==> src/rtl/image_pipe_arb.sv <==
// image_pipe_arb: frame-granular two-source arbiter feeding one image pipe.
//
// Ports:
//   clk, rst_n                     clock, synchronous active-low reset
//   srcN_data_in/valid_in/end_in   source N beat (N = 0, 1)
//   srcN_busy_out                  source N must hold its current beat
//   pipe_data/valid/end_out        registered beat towards the image pipe
//   pipe_busy_in                   backpressure from the image pipe
//   reg_cpu_*                      register bus (CTRL, STATUS, FCNT0, FCNT1)
//
// A source keeps its grant until it delivers an end beat, then the arbiter
// spends one cycle in IDLE choosing the next frame owner.
module image_pipe_arb #(
    parameter int unsigned DW = 32
) (
    input  logic          clk,
    input  logic          rst_n,
    input  logic [DW-1:0] src0_data_in,
    input  logic          src0_valid_in,
    input  logic          src0_end_in,
    output logic          src0_busy_out,
    input  logic [DW-1:0] src1_data_in,
    input  logic          src1_valid_in,
    input  logic          src1_end_in,
    output logic          src1_busy_out,
    output logic [DW-1:0] pipe_data_out,
    output logic          pipe_valid_out,
    output logic          pipe_end_out,
    input  logic          pipe_busy_in,
    input  logic          reg_cpu_cs,
    input  logic [31:2]   reg_cpu_addr,
    input  logic [31:0]   reg_cpu_data_wr,
    output logic [31:0]   reg_cpu_data_rd,
    input  logic          reg_cpu_we,
    output logic          reg_cpu_wack,
    input  logic          reg_cpu_re,
    output logic          reg_cpu_rdv
);

    typedef enum logic [1:0] {
        StIdle   = 2'd0,
        StGrant0 = 2'd1,
        StGrant1 = 2'd2
    } state_e;

    state_e      state_q;
    logic        last_grant_q;
    logic [2:0]  ctrl_q;        // bit0 en0, bit1 en1, bit2 fixed-priority mode
    logic [15:0] fcnt0_q;
    logic [15:0] fcnt1_q;
    logic        re_q;

    logic        acc0, acc1, end0, end1;
    logic        req0, req1, pick1;
    logic [13:0] reg_idx;
    logic        reg_wr, reg_rd_edge, wr_ctrl, clr_cnt;
    logic [31:0] rd_val;

    logic unused_bits;
    assign unused_bits = ^{reg_cpu_addr[31:16], reg_cpu_data_wr[31:3]};

    // Only the granted source may move, and only when the pipe is not stalled.
    assign src0_busy_out = (state_q != StGrant0) | pipe_busy_in;
    assign src1_busy_out = (state_q != StGrant1) | pipe_busy_in;

    assign acc0 = src0_valid_in & ~src0_busy_out;
    assign acc1 = src1_valid_in & ~src1_busy_out;
    assign end0 = acc0 & src0_end_in;
    assign end1 = acc1 & src1_end_in;

    // Enables only matter here, in IDLE; a running frame is never revoked.
    assign req0  = ctrl_q[0] & src0_valid_in;
    assign req1  = ctrl_q[1] & src1_valid_in;
    // Source 1 wins if alone, or on a round-robin tie when source 0 went last.
    assign pick1 = req1 & (~req0 | (~ctrl_q[2] & ~last_grant_q));

    assign reg_idx     = reg_cpu_addr[15:2];
    assign reg_wr      = reg_cpu_cs & reg_cpu_we;
    assign reg_rd_edge = reg_cpu_cs & reg_cpu_re & ~re_q;
    assign wr_ctrl     = reg_wr & (reg_idx == 14'h0);
    assign clr_cnt     = reg_wr & ((reg_idx == 14'h2) | (reg_idx == 14'h3));

    always_comb begin
        rd_val = 32'h0;
        case (reg_idx)
            14'h0:   rd_val = {29'h0, ctrl_q};
            14'h1:   rd_val = {29'h0, last_grant_q, state_q};
            14'h2:   rd_val = {16'h0, fcnt0_q};
            14'h3:   rd_val = {16'h0, fcnt1_q};
            default: rd_val = 32'h0;
        endcase
    end

    // Arbitration FSM with registered pipe outputs.
    always_ff @(posedge clk) begin
        if (!rst_n) begin
            state_q        <= StIdle;
            last_grant_q   <= 1'b1;
            pipe_data_out  <= '0;
            pipe_valid_out <= 1'b0;
            pipe_end_out   <= 1'b0;
        end else begin
            case (state_q)
                StIdle: begin
                    if (req0 | req1) begin
                        state_q <= pick1 ? StGrant1 : StGrant0;
                    end
                end
                StGrant0: begin
                    if (end0) begin
                        state_q      <= StIdle;
                        last_grant_q <= 1'b0;
                    end
                end
                StGrant1: begin
                    if (end1) begin
                        state_q      <= StIdle;
                        last_grant_q <= 1'b1;
                    end
                end
                default: state_q <= StIdle;
            endcase

            // Stalled pipe: hold everything, nothing can be accepted anyway.
            if (!pipe_busy_in) begin
                if (acc0) begin
                    pipe_data_out  <= src0_data_in;
                    pipe_valid_out <= 1'b1;
                    pipe_end_out   <= src0_end_in;
                end else if (acc1) begin
                    pipe_data_out  <= src1_data_in;
                    pipe_valid_out <= 1'b1;
                    pipe_end_out   <= src1_end_in;
                end else begin
                    pipe_data_out  <= '0;
                    pipe_valid_out <= 1'b0;
                    pipe_end_out   <= 1'b0;
                end
            end
        end
    end

    // Register bus and frame counters.
    always_ff @(posedge clk) begin
        if (!rst_n) begin
            ctrl_q          <= 3'h0;
            fcnt0_q         <= 16'h0;
            fcnt1_q         <= 16'h0;
            re_q            <= 1'b0;
            reg_cpu_data_rd <= 32'h0;
            reg_cpu_wack    <= 1'b0;
            reg_cpu_rdv     <= 1'b0;
        end else begin
            re_q         <= reg_cpu_re;
            reg_cpu_wack <= reg_wr;
            reg_cpu_rdv  <= reg_cpu_cs & reg_cpu_re;
            if (reg_rd_edge) begin
                reg_cpu_data_rd <= rd_val;
            end
            if (wr_ctrl) begin
                ctrl_q <= reg_cpu_data_wr[2:0];
            end
            // A clear discards any same-cycle increment.
            if (clr_cnt) begin
                fcnt0_q <= 16'h0;
                fcnt1_q <= 16'h0;
            end else begin
                if (end0) fcnt0_q <= fcnt0_q + 16'd1;
                if (end1) fcnt1_q <= fcnt1_q + 16'd1;
            end
        end
    end

endmodule

==> config.mk <==
export PLATFORM = sky130hd
export DESIGN_NAME = image_pipe_arb
export DESIGN_NICKNAME = d
export VERILOG_FILES = /design/src/rtl/image_pipe_arb.sv
export SDC_FILE = /design/constraint.sdc
export NUM_CORES = 1
export LEC_CHECK = 0
export BUFFER_PORTS_ARGS = -buffer_cell sky130_fd_sc_hd__buf_2
export CAP_MARGIN = 20
export CORE_AREA = 2 2 100 102
export DETAILED_ROUTE_END_ITERATION = 8
export DIE_AREA = 0 0 102 104
export GPL_TIMING_DRIVEN = 0
export PLACE_DENSITY = 0.73
export SLEW_MARGIN = 20
export SYNTH_ARGS = -nofsm -noshare
export SYNTH_HDL_FRONTEND = slang
export SYNTH_SLANG_ARGS = --single-unit
==> constraint.sdc <==
create_clock -name clk -period 2.2 [get_ports clk]
set_input_delay 0.44 -clock clk [delete_from_list [all_inputs] [get_ports clk]]
set_output_delay 0.44 -clock clk [all_outputs]
set_load 0.005 [all_outputs]
==> results of run 1 <==
critical path, cell delays in order:
cell	delay [ns]
buf_2	0.08
buf_2	0.22
clkbuf_1	0.39
nor2_1	0.08
nand2_1	0.07
buf_2	0.10
cell families (layout without fill, tap and decap cells):
kind of cell / after synthesis / in the layout
adders and majority gates: 2 / 2
other: 1 / 16
DFF: 91 / 91
and+or+nand+nor: 151 / 151
xor gates and xnor gates: 16 / 16
AOI/OAI and AO/OA: 89 / 89
muxes: 16 / 16
buffers and inverters: 46 / 203
layer usage:
metal	global-route usage	part of all wire	vias up
met5	0	0	-
met4	0.0676	0.022	0
met3	0.0444	0.071	17
met2	0.333	0.48	161
met1	0.251	0.42	1759
li1	-	-	1849
area by class of cell:
cell class / count / area, µm² / area share
repair buffers: 143 / 716 / 0.143
multi-input cells: 290 / 1840 / 0.367
clock buffers: 9 / 124 / 0.0247
plain buffers: 42 / 226 / 0.0452
flip-flops and latches: 91 / 1820 / 0.363
well taps: 133 / 166 / 0.0332
inverters: 4 / 15.0 / 0.00300
clock inverters: 5 / 104 / 0.0207
layout by cell type, fill, tap and decap left out, types with 3 or more instances in the layout:
cell       count
clkbuf_1      17
nand4_1       12
and3_1         9
buf_2        150
nor4_1         3
xor2_1        16
a22o_1         3
or4_1          8
dfxtp_1       91
conb_1        16
inv_1          4
clkbuf_8       9
a21oi_1       18
nand2_1       31
buf_4         16
mux2i_1       13
nand3_1       15
o31ai_1        8
o21ai_0       22
bufinv_16      3
or3_1          7
mux4_2         3
nor2_1        53
a222oi_1      32
nand3_2        3
and2_1         3
power breakdown:
part | internal, mW | switching, mW
Sequential | 1.65 | 0.000702
Clock | 0.743 | 0.572
Combinational | 0.0945 | 0.0986
registers in the layout (all words and copies together) (netlist names):
register / cells
ctrl_q: 3
fcnt0_q: 16
fcnt1_q: 16
last_grant_q: 1
pipe_data_out: 32
pipe_end_out: 1
pipe_valid_out: 1
re_q: 1
reg_cpu_data_rd: 16
reg_cpu_rdv: 1
reg_cpu_wack: 1
state_q: 2
stage by stage:
step	utilization	instances	cell area (µm²)	worst slack (ns)	power, mW
2_1_floorplan	-	427	3900	0.504	1.77
3_3_place_gp	0.501	703	4780	0.0854	1.88
3_5_place_dp	0.501	703	4780	0.0252	1.88
4_1_cts	0.525	717	5010	0.377	3.19
5_1_grt	0.525	717	5010	0.269	3.28
6_report	0.525	717	5010	0.380	3.16
cell usage after synthesis, types with 2 or more instances:
| master | n |
|---|---|
| nand3_1 | 15 |
| nor3_1 | 2 |
| mux4_2 | 3 |
| buf_1 | 2 |
| or3_1 | 7 |
| nand3_2 | 3 |
| mux2i_1 | 13 |
| o31ai_1 | 8 |
| and4bb_1 | 2 |
| dfxtp_1 | 91 |
| inv_1 | 4 |
| ha_1 | 2 |
| clkbuf_1 | 17 |
| nor4_1 | 3 |
| a22o_1 | 3 |
| and2_1 | 3 |
| nand2_1 | 31 |
| nor2_1 | 53 |
| or4_1 | 8 |
| a21oi_1 | 18 |
| xor2_1 | 16 |
| a222oi_1 | 32 |
| o21ai_0 | 22 |
| buf_4 | 16 |
| and3_1 | 9 |
| nand4_1 | 12 |
| buf_2 | 7 |
path summary, 6_finish.rpt:
| kind | end | slack [ns] | cells after the start |
|---|---|---|---|
| max reg2reg | fcnt0_q[15]$_SDFFE_PP0P_ | 0.44 | 4 |
| min | re_q$_SDFF_PN0_ | 0.32 | 2 |
| max | src0_busy_out | 0.38 | 6 |
| min reg2reg | reg_cpu_data_rd[8]$_SDFFE_PN0P_ | 0.45 | 2 |
==> impl_results.md, run 1 <==
* Drt first pass iters at 6
* Yosys cell types at 37
* Startpoint Class: primary input
* Simple-gate share of the synthesized area at 0.197
* Final hold vios at 0
* Die Y at 104 µm
* Final GP Congestion at 0.835
* CP endpoint kind: output port
* Status: complete, no violations
* Post-route ant nets at 0
* Area delta synth->final at 30.3%
* # hold bufs at CTS at 0
* Reg2Reg Launch Point: fcnt0_q[3]$_SDFFE_PP0P_
* Compound-Gate Fraction of Synth Area at 0.171
* Core Box Area at 9550 µm²
* Ys Warns at 0
* Combinational family with the most area after synthesis: simple AND/OR/NAND/NOR gates
* Largest net degree at the start of global routing at 15
* H-tree levels at 3
* Crit. Startpoint: pipe_busy_in
* GRT overflow at 0
* I/O Buffers at 143
* Synth Area in XOR/XNOR at 0.0364
* Cell Rows at 36
* Max Cap Viol at 0
* Leakage at 2.21 nW
* Via density at 5.28
* Main flop type after synthesis: dfxtp_1
* Dpl hpwl at 7.96 mm
* Initial detailed-routing violation count at 318
* Slew HR at 0.600
* Worst hold-check slack at 0.319 ns
* CTS root buf: clkbuf_8
* PostCTS Resize Cnt at 0
* GRT Util Overall at 0.199
* Tmin final at 1.82 ns
* Register area share after synthesis at 0.474
* Final wirelength at 10.5 mm
* Worst Tran Pin Value at 0.601 ns
* Post-synth top area share at 0.474
* Starting Density at 0.403
* Die area at 10600 µm²
* Via count at 3786
* Layout cells sized above 1 at 0.320
* Worst skew pair latency at 0.35 ns
* CTS sink count at 91
* Ranking of synthesized cells by area: dfxtp_1, a222oi_1, nor2_1
* Max Buffers Root-to-Sink at 2
* Clock-pin transition on the worst setup and hold timing paths at 0.09 ns
* Fin crit share at 0.827
* Final Max Slew Viols at 0
* Syn Std Cell Area at 3850 µm²
* Antenna violations before repair at 0
* FMAX at 549 MHz
* IO Pins at 206
* Leading area contributor after synthesis: dfxtp_1
* # diodes at 0
* RSZ-0062 raised after global routing: false
* Layout Skew at 0.00859 ns
* #FFs+latches synth at 91
* Global-route wire length before repair at 17.0 mm
* Post-synthesis adder-cell area fraction at 0.00651
* Post-CTS Setup Inserts at 0
* Vias in the first global route at 3649
* Avg Cell Area, Syn at 9.34 µm²
* Routed wire length per instance at 14.6 µm
* Crit path kind: primary input to output port
* CTS buffer count at 9
* Mapped Cells at 412
* Post-synthesis mux area share at 0.0514
* Worst Path Required at 1.76 ns
* Die width at 102 µm
* Crit path DAT at 1.38 ns
* Total negative slack at 0 ns
* Setup-failing EPs final at 0
* # fillers at 930
* CP Max Fanout at 10
* # DRC at 0
* Peak VDD IR at 0.000301 V
* Hold_sp: reg_cpu_re
* CTS tree: built
* HP Class: primary input to flop
* Synth async-reset ratio at 0
* Nets at 719
* Post-synth EDFFs at 0
* P per Cell Area at 630 nW/µm²
Power figures use the tool's default switching activity.
==> run 2: changes to the inputs <==
--- a/config.mk
+++ b/config.mk
@@ -7,11 +7,11 @@
 export LEC_CHECK = 0
 export BUFFER_PORTS_ARGS = -buffer_cell sky130_fd_sc_hd__buf_2
 export CAP_MARGIN = 20
-export CORE_AREA = 2 2 100 102
+export CORE_AREA = 2 2 102 104
 export DETAILED_ROUTE_END_ITERATION = 8
-export DIE_AREA = 0 0 102 104
+export DIE_AREA = 0 0 104 106
 export GPL_TIMING_DRIVEN = 0
-export PLACE_DENSITY = 0.73
+export PLACE_DENSITY = 0.74
 export SLEW_MARGIN = 20
 export SYNTH_ARGS = -nofsm -noshare
 export SYNTH_HDL_FRONTEND = slang
==> constraint.sdc (replaced) <==
create_clock -name clk -period 1.5 [get_ports clk]
set_input_delay 0.3 -clock clk [delete_from_list [all_inputs] [get_ports clk]]
set_output_delay 0.3 -clock clk [all_outputs]
set_load 0.005 [all_outputs]
==> run 2 against run 1 <==
- the run now ends with setup timing left
- via count is 3.4% higher
- first-iteration DRC count is 30% lower
- sequential power is 46% higher
- non-clock buffer count is 13 higher
- hold slack worse by 0.15 ns
- total power is 43% higher
- critical path depth is 1 lower
- die area is 3.9% higher
- core utilization is 0.45 points higher
- sequential share of layout area is 1.4 points lower
- critical path type is now flop to flop
- largest cell class unchanged
- largest power group unchanged
==> impl_results.md, run 2 (synthesized netlist as in run 1, its figures left out) <==
* Setup-failing EPs final at 5
* Layout Skew at 0.00743 ns
* # diodes at 0
* Max Buffers Root-to-Sink at 2
* R2R depth at 5
* Worst Path Required at 1.80 ns
* Cell Rows at 37
* Starting Density at 0.385
* Via count at 3913
* Core Box Area at 10000 µm²
* Leakage at 2.33 nW
* # hold bufs at CTS at 0
* Die Y at 106 µm
* Antenna violations before repair at 0
* RSZ-0062 raised after global routing: true
* H-tree levels at 3
* Slew HR at 0.620
* Final GP Congestion at 0.847
* CTS buffer count at 9
* Drt first pass iters at 6
* Crit path kind: flop to flop
* GRT Util Overall at 0.193
* Clock-pin transition on the worst setup and hold timing paths at 0.09 ns
* CTS tree: built
* Flop-to-flop setup slack at -0.04 ns
* Final worst slack at -0.0392 ns
* Layout cells sized above 1 at 0.406
* Global-route wire length before repair at 17.4 mm
* Crit path DAT at 1.83 ns
* Area delta synth->final at 37.6%
* Die width at 104 µm
* Routed wire length per instance at 14.6 µm
* Most frequent cells in the layout: buf_2, dfxtp_1, nor2_1, a222oi_1, buf_4
* Hold path cells at 2
* IO Pins at 206
* Worst Tran Pin Value at 0.569 ns
* Cell area after layout at 5290 µm²
* GRT overflow at 0
* Startpoint Class: flop
* Post-route ant nets at 0
* Net Sw Power at 1.02 mW
* Initial detailed-routing violation count at 224
* Final Max Slew Viols at 0
* Top reg by flops: pipe_data_out
* Peak VDD IR at 0.000358 V
* Seq pwr share at 0.536
* Fin crit share at 1.03
* Reg2Reg Launch Point: state_q[1]$_SDFFE_PN0P_
* CP Max Fanout at 7
* Die area at 11000 µm²
* Vias in the first global route at 3710
* Largest register FFs at 32
* P per Cell Area at 851 nW/µm²
* Total negative slack at -0.0978 ns
* Tmin final at 1.54 ns
* Via density at 5.33
* Max Cap Viol at 0
* Pint at 3.48 mW
* Switching share of power at 0.226
* HP Class: primary input to flop
* Status: finished, violations left
* Logic gate share of total power at 0.064
* Final wirelength at 10.8 mm
* CTS sink count at 91
* Worst hold-check slack at 0.166 ns
* Clock Power Share at 0.400
* I/O Buffers at 143
* Hold_sp: reg_cpu_re
* Final hold vios at 0
* # DRC at 0
* Dpl hpwl at 7.95 mm
* CTS root buf: clkbuf_8
* CP endpoint kind: flop
* Nets at 732
* Worst skew pair latency at 0.35 ns
* Hold Path Sink: re_q$_SDFF_PN0_
* Placed Area at 4810 µm²
* FMAX at 650 MHz
* Most common cell after layout, fill and taps aside: buf_2
* Failing checks: setup timing
* Largest net degree at the start of global routing at 16
* Reg2reg end: fcnt0_q[15]$_SDFFE_PP0P_
## run 2: cell types whose count changed in the layout (fill, tap and decap cells not counted), moves of 7 or more
cell,delta
dfxtp_1,-16
buf_4,+14
dfxtp_2,+13
clkbuf_1,-7
## run 2: worst max-delay path, stage by stage (launching register included)
cell	delay (ns)
dfxtp_4	0.37
and4bb_1	0.27
buf_6	0.16
nand3_4	0.12
or4_4	0.43
a21oi_2	0.14
## run 2: worst max-delay path by stage
stage	from	to
detailed placement	reg_cpu_addr[5]	fcnt0_q[12]$_SDFFE_PP0P_
finish	state_q[1]$_SDFFE_PN0P_	fcnt0_q[15]$_SDFFE_PP0P_
global placement	reg_cpu_addr[5]	fcnt0_q[12]$_SDFFE_PP0P_
floorplan	pipe_busy_in	fcnt1_q[13]$_SDFFE_PP0P_
CTS	state_q[0]$_SDFFE_PN0P_	src1_busy_out
global route	state_q[0]$_SDFFE_PN0P_	fcnt1_q[13]$_SDFFE_PP0P_
## run 2: through the flow
| step | instances | setup slack (ns) | total power [mW] | util |
|---|---|---|---|---|
| after detailed placement | 706 | -0.552 | 2.75 | 0.481 |
| after global routing | 734 | -0.0978 | 4.68 | 0.529 |
| after global placement | 706 | -0.476 | 2.75 | 0.481 |
| after CTS | 729 | -0.0354 | 4.54 | 0.519 |
| after floorplan | 427 | -0.00491 | 2.60 | - |
| final | 734 | -0.0392 | 4.50 | 0.529 |
## run 2: power groups by stage
stage / registers, mW / clock network [mW] / logic, mW
after global placement: 2.47 / 0 / 0.272
after global routing: 2.41 / 1.95 / 0.315
after detailed placement: 2.48 / 0 / 0.280
after CTS: 2.41 / 1.85 / 0.281
after floorplan: 2.48 / 0 / 0.122
final: 2.41 / 1.80 / 0.288
## run 2: metal layers
metal | GRT usage | vias up | share of wire
li1 | - | 1886 | -
met1 | 0.231 | 1856 | 0.41
met2 | 0.348 | 158 | 0.51
met3 | 0.0386 | 13 | 0.062
met4 | 0.0569 | 0 | 0.012
met5 | 0 | - | 0
## run 2: repair_timing
action / in CTS / in global routing
gates resized for setup: 44 / 21
pin swaps: 9 / 12
setup buffers: 8 / 4
gates cloned: 0 / 1
setup endpoints to repair: 62 / 62
## run 2: cell type report
type,instances,area (µm²)
Fill cell,944,4710
Multi-Input combinational cell,290,1940
Sequential cell,91,1850
Timing Repair Buffer,156,831
Buffer,42,277
Tap cell,136,170
Clock buffer,9,124
Clock inverter,6,88.8
Inverter,4,15.0
==> run 3: changes to the inputs <==
--- a/config.mk
+++ b/config.mk
@@ -8,10 +8,11 @@
 export BUFFER_PORTS_ARGS = -buffer_cell sky130_fd_sc_hd__buf_2
 export CAP_MARGIN = 20
 export CORE_AREA = 2 2 102 104
+export CTS_BUF_LIST = sky130_fd_sc_hd__clkbuf_4 sky130_fd_sc_hd__clkbuf_8 sky130_fd_sc_hd__clkbuf_16
 export DETAILED_ROUTE_END_ITERATION = 8
 export DIE_AREA = 0 0 104 106
 export GPL_TIMING_DRIVEN = 0
-export PLACE_DENSITY = 0.74
+export PLACE_DENSITY_LB_ADDON = 0.05
 export SLEW_MARGIN = 20
 export SYNTH_ARGS = -nofsm -noshare
 export SYNTH_HDL_FRONTEND = slang
==> run 3 against run 2 <==
- the run still ends with setup timing left
- core utilization down 0.31 points
- sequential share of layout area up 0.33 points
- cell area down 0.59%
- hold slack worse by 0.0041 ns
- via count down 3.5%
- final cell count up 0.27%
- critical path depth unchanged
- global-route usage down 0.14 points
- clock-buffer cell count up 3
- critical path type unchanged
- largest cell class unchanged
==> impl_results.md, run 3 (synthesized netlist as in run 1, its figures left out) <==
* Status: finished, violations left
* Failing checks: setup timing
* CP Max Fanout at 8
* CP Cell Sequence: and4bb_1, buf_6, nand3_4, or4_1, a21oi_1
* Total negative slack at -0.0267 ns
* # hold bufs at CTS at 0
* Largest net degree at the start of global routing at 15
* Startpoint Class: flop
* RSZ-0062 raised after global routing: true
* Most frequent cells in the layout: buf_2, dfxtp_1, nor2_1, a222oi_1
* Nets at 734
* Final hold vios at 0
* Tmin final at 1.51 ns
* Peak VDD IR at 0.000365 V
* Most common cell after layout, fill and taps aside: buf_2
* Place WS at -0.539 ns
* Vias in the first global route at 3555
* CTS sink count at 91
* CTS root buf: clkbuf_8
* Area delta synth->final at 36.8%
* I/O Buffers at 143
* Final worst slack at -0.00977 ns
* Initial detailed-routing violation count at 268
* Final GP Congestion at 0.801
* Starting Density at 0.385
* Worst Path Required at 1.78 ns
* # DRC at 0
* H-tree levels at 3
* Routed wire length per instance at 14.5 µm
* CP endpoint kind: flop
* Worst skew pair latency at 0.35 ns
* Layout Skew at 0.0112 ns
* GRT overflow at 0
* Core Box Area at 10000 µm²
* Slew HR at 0.623
* Die Y at 106 µm
* Crit path DAT at 1.79 ns
* Worst Tran Pin Value at 0.566 ns
* Drt first pass iters at 6
* Fin crit share at 1.01
* Die area at 11000 µm²
* Via count at 3777
* IO Pins at 206
* Final Max Slew Viols at 0
* Die width at 104 µm
* Layout cells sized above 1 at 0.412
* Largest register FFs at 32
* CTS tree: built
* Worst hold-check slack at 0.162 ns
* Post-layout util at 0.526
* Setup-failing EPs final at 3
* Via density at 5.13
* # fillers at 1006
* Max Cap Viol at 0
* Cell Rows at 37
* Leakage at 2.31 nW
* Max stage delay cell, worst path: or4_1
* FMAX at 662 MHz
* Post-route ant nets at 0
* # diodes at 0
* Max Buffers Root-to-Sink at 2
* Final wirelength at 10.7 mm
* GRT Util Overall at 0.191
* P per Cell Area at 805 nW/µm²
* Flop-to-flop setup slack at -0.01 ns
* Clock-pin transition on the worst setup and hold timing paths at 0.09 ns
* Top reg by flops: pipe_data_out
* Crit path kind: flop to flop
* Global-route wire length before repair at 17.1 mm
* Antenna violations before repair at 0
* CTS buffer count at 9
* HP Class: primary input to flop
* Slowest stage delay, CP at 0.41 ns
* Dpl hpwl at 7.91 mm
[run 3: power breakdown]
| part | switching [mW] | leakage [nW] | total, mW | internal, mW |
|---|---|---|---|---|
| clock | 0.837 | 0.0881 | 1.54 | 0.707 |
| sequential | 0.00111 | 0.743 | 2.41 | 2.41 |
| combinational | 0.145 | 1.47 | 0.286 | 0.141 |
| total | 0.983 | 2.31 | 4.24 | 3.25 |
[run 3: routing by layer]
metal  part of all wire  GRT usage
met5                  0          0
met4              0.011     0.0676
met3              0.068     0.0552
met2               0.47      0.318
met1               0.45      0.237
[run 3: worst max-delay path, delay by kind of cell, from the launching register on]
kind / cells / cell delay (ns)
flops: 1 / 0.37
compound gates: 1 / 0.14
buf+inv: 1 / 0.15
simple gates: 3 / 0.78
[run 3: per-stage QoR]
stage          cell area, µm²  std cells  power [mW]
2_1_floorplan            3920        427        2.60
3_3_place_gp             4810        706        2.75
3_5_place_dp             4810        706        2.76
4_1_cts                  5120        726        4.29
5_1_grt                  5260        736        4.41
6_report                 5260        736        4.24
[run 3: repair_timing]
action | in CTS | in global routing
buffers inserted | 5 | 8
gates resized for setup | 36 | 33
endpoints found under the setup margin | 62 | 72
pin swaps | 5 | 18
cloned | 0 | 2
[run 3: area by class of cell]
class / instances / area (µm²) / area share
multi-input cells: 292 / 1970 / 0.374
flip-flops and latches: 91 / 1860 / 0.353
repair buffers: 156 / 811 / 0.154
plain buffers: 42 / 263 / 0.0499
well taps: 136 / 170 / 0.0323
clock buffers: 12 / 159 / 0.0302
clock inverters: 3 / 23.8 / 0.00452
inverters: 4 / 15.0 / 0.00285
[run 3: path summary, 6_finish.rpt]
kind	start	to	cells past startpoint
max	state_q[0]$_SDFFE_PN0P_	fcnt1_q[15]$_SDFFE_PP0P_	5
min reg2reg	reg_cpu_data_rd[13]$_SDFFE_PN0P_	reg_cpu_data_rd[13]$_SDFFE_PN0P_	2
max reg2reg	state_q[0]$_SDFFE_PN0P_	fcnt1_q[15]$_SDFFE_PP0P_	5
min	reg_cpu_re	re_q$_SDFF_PN0_	2
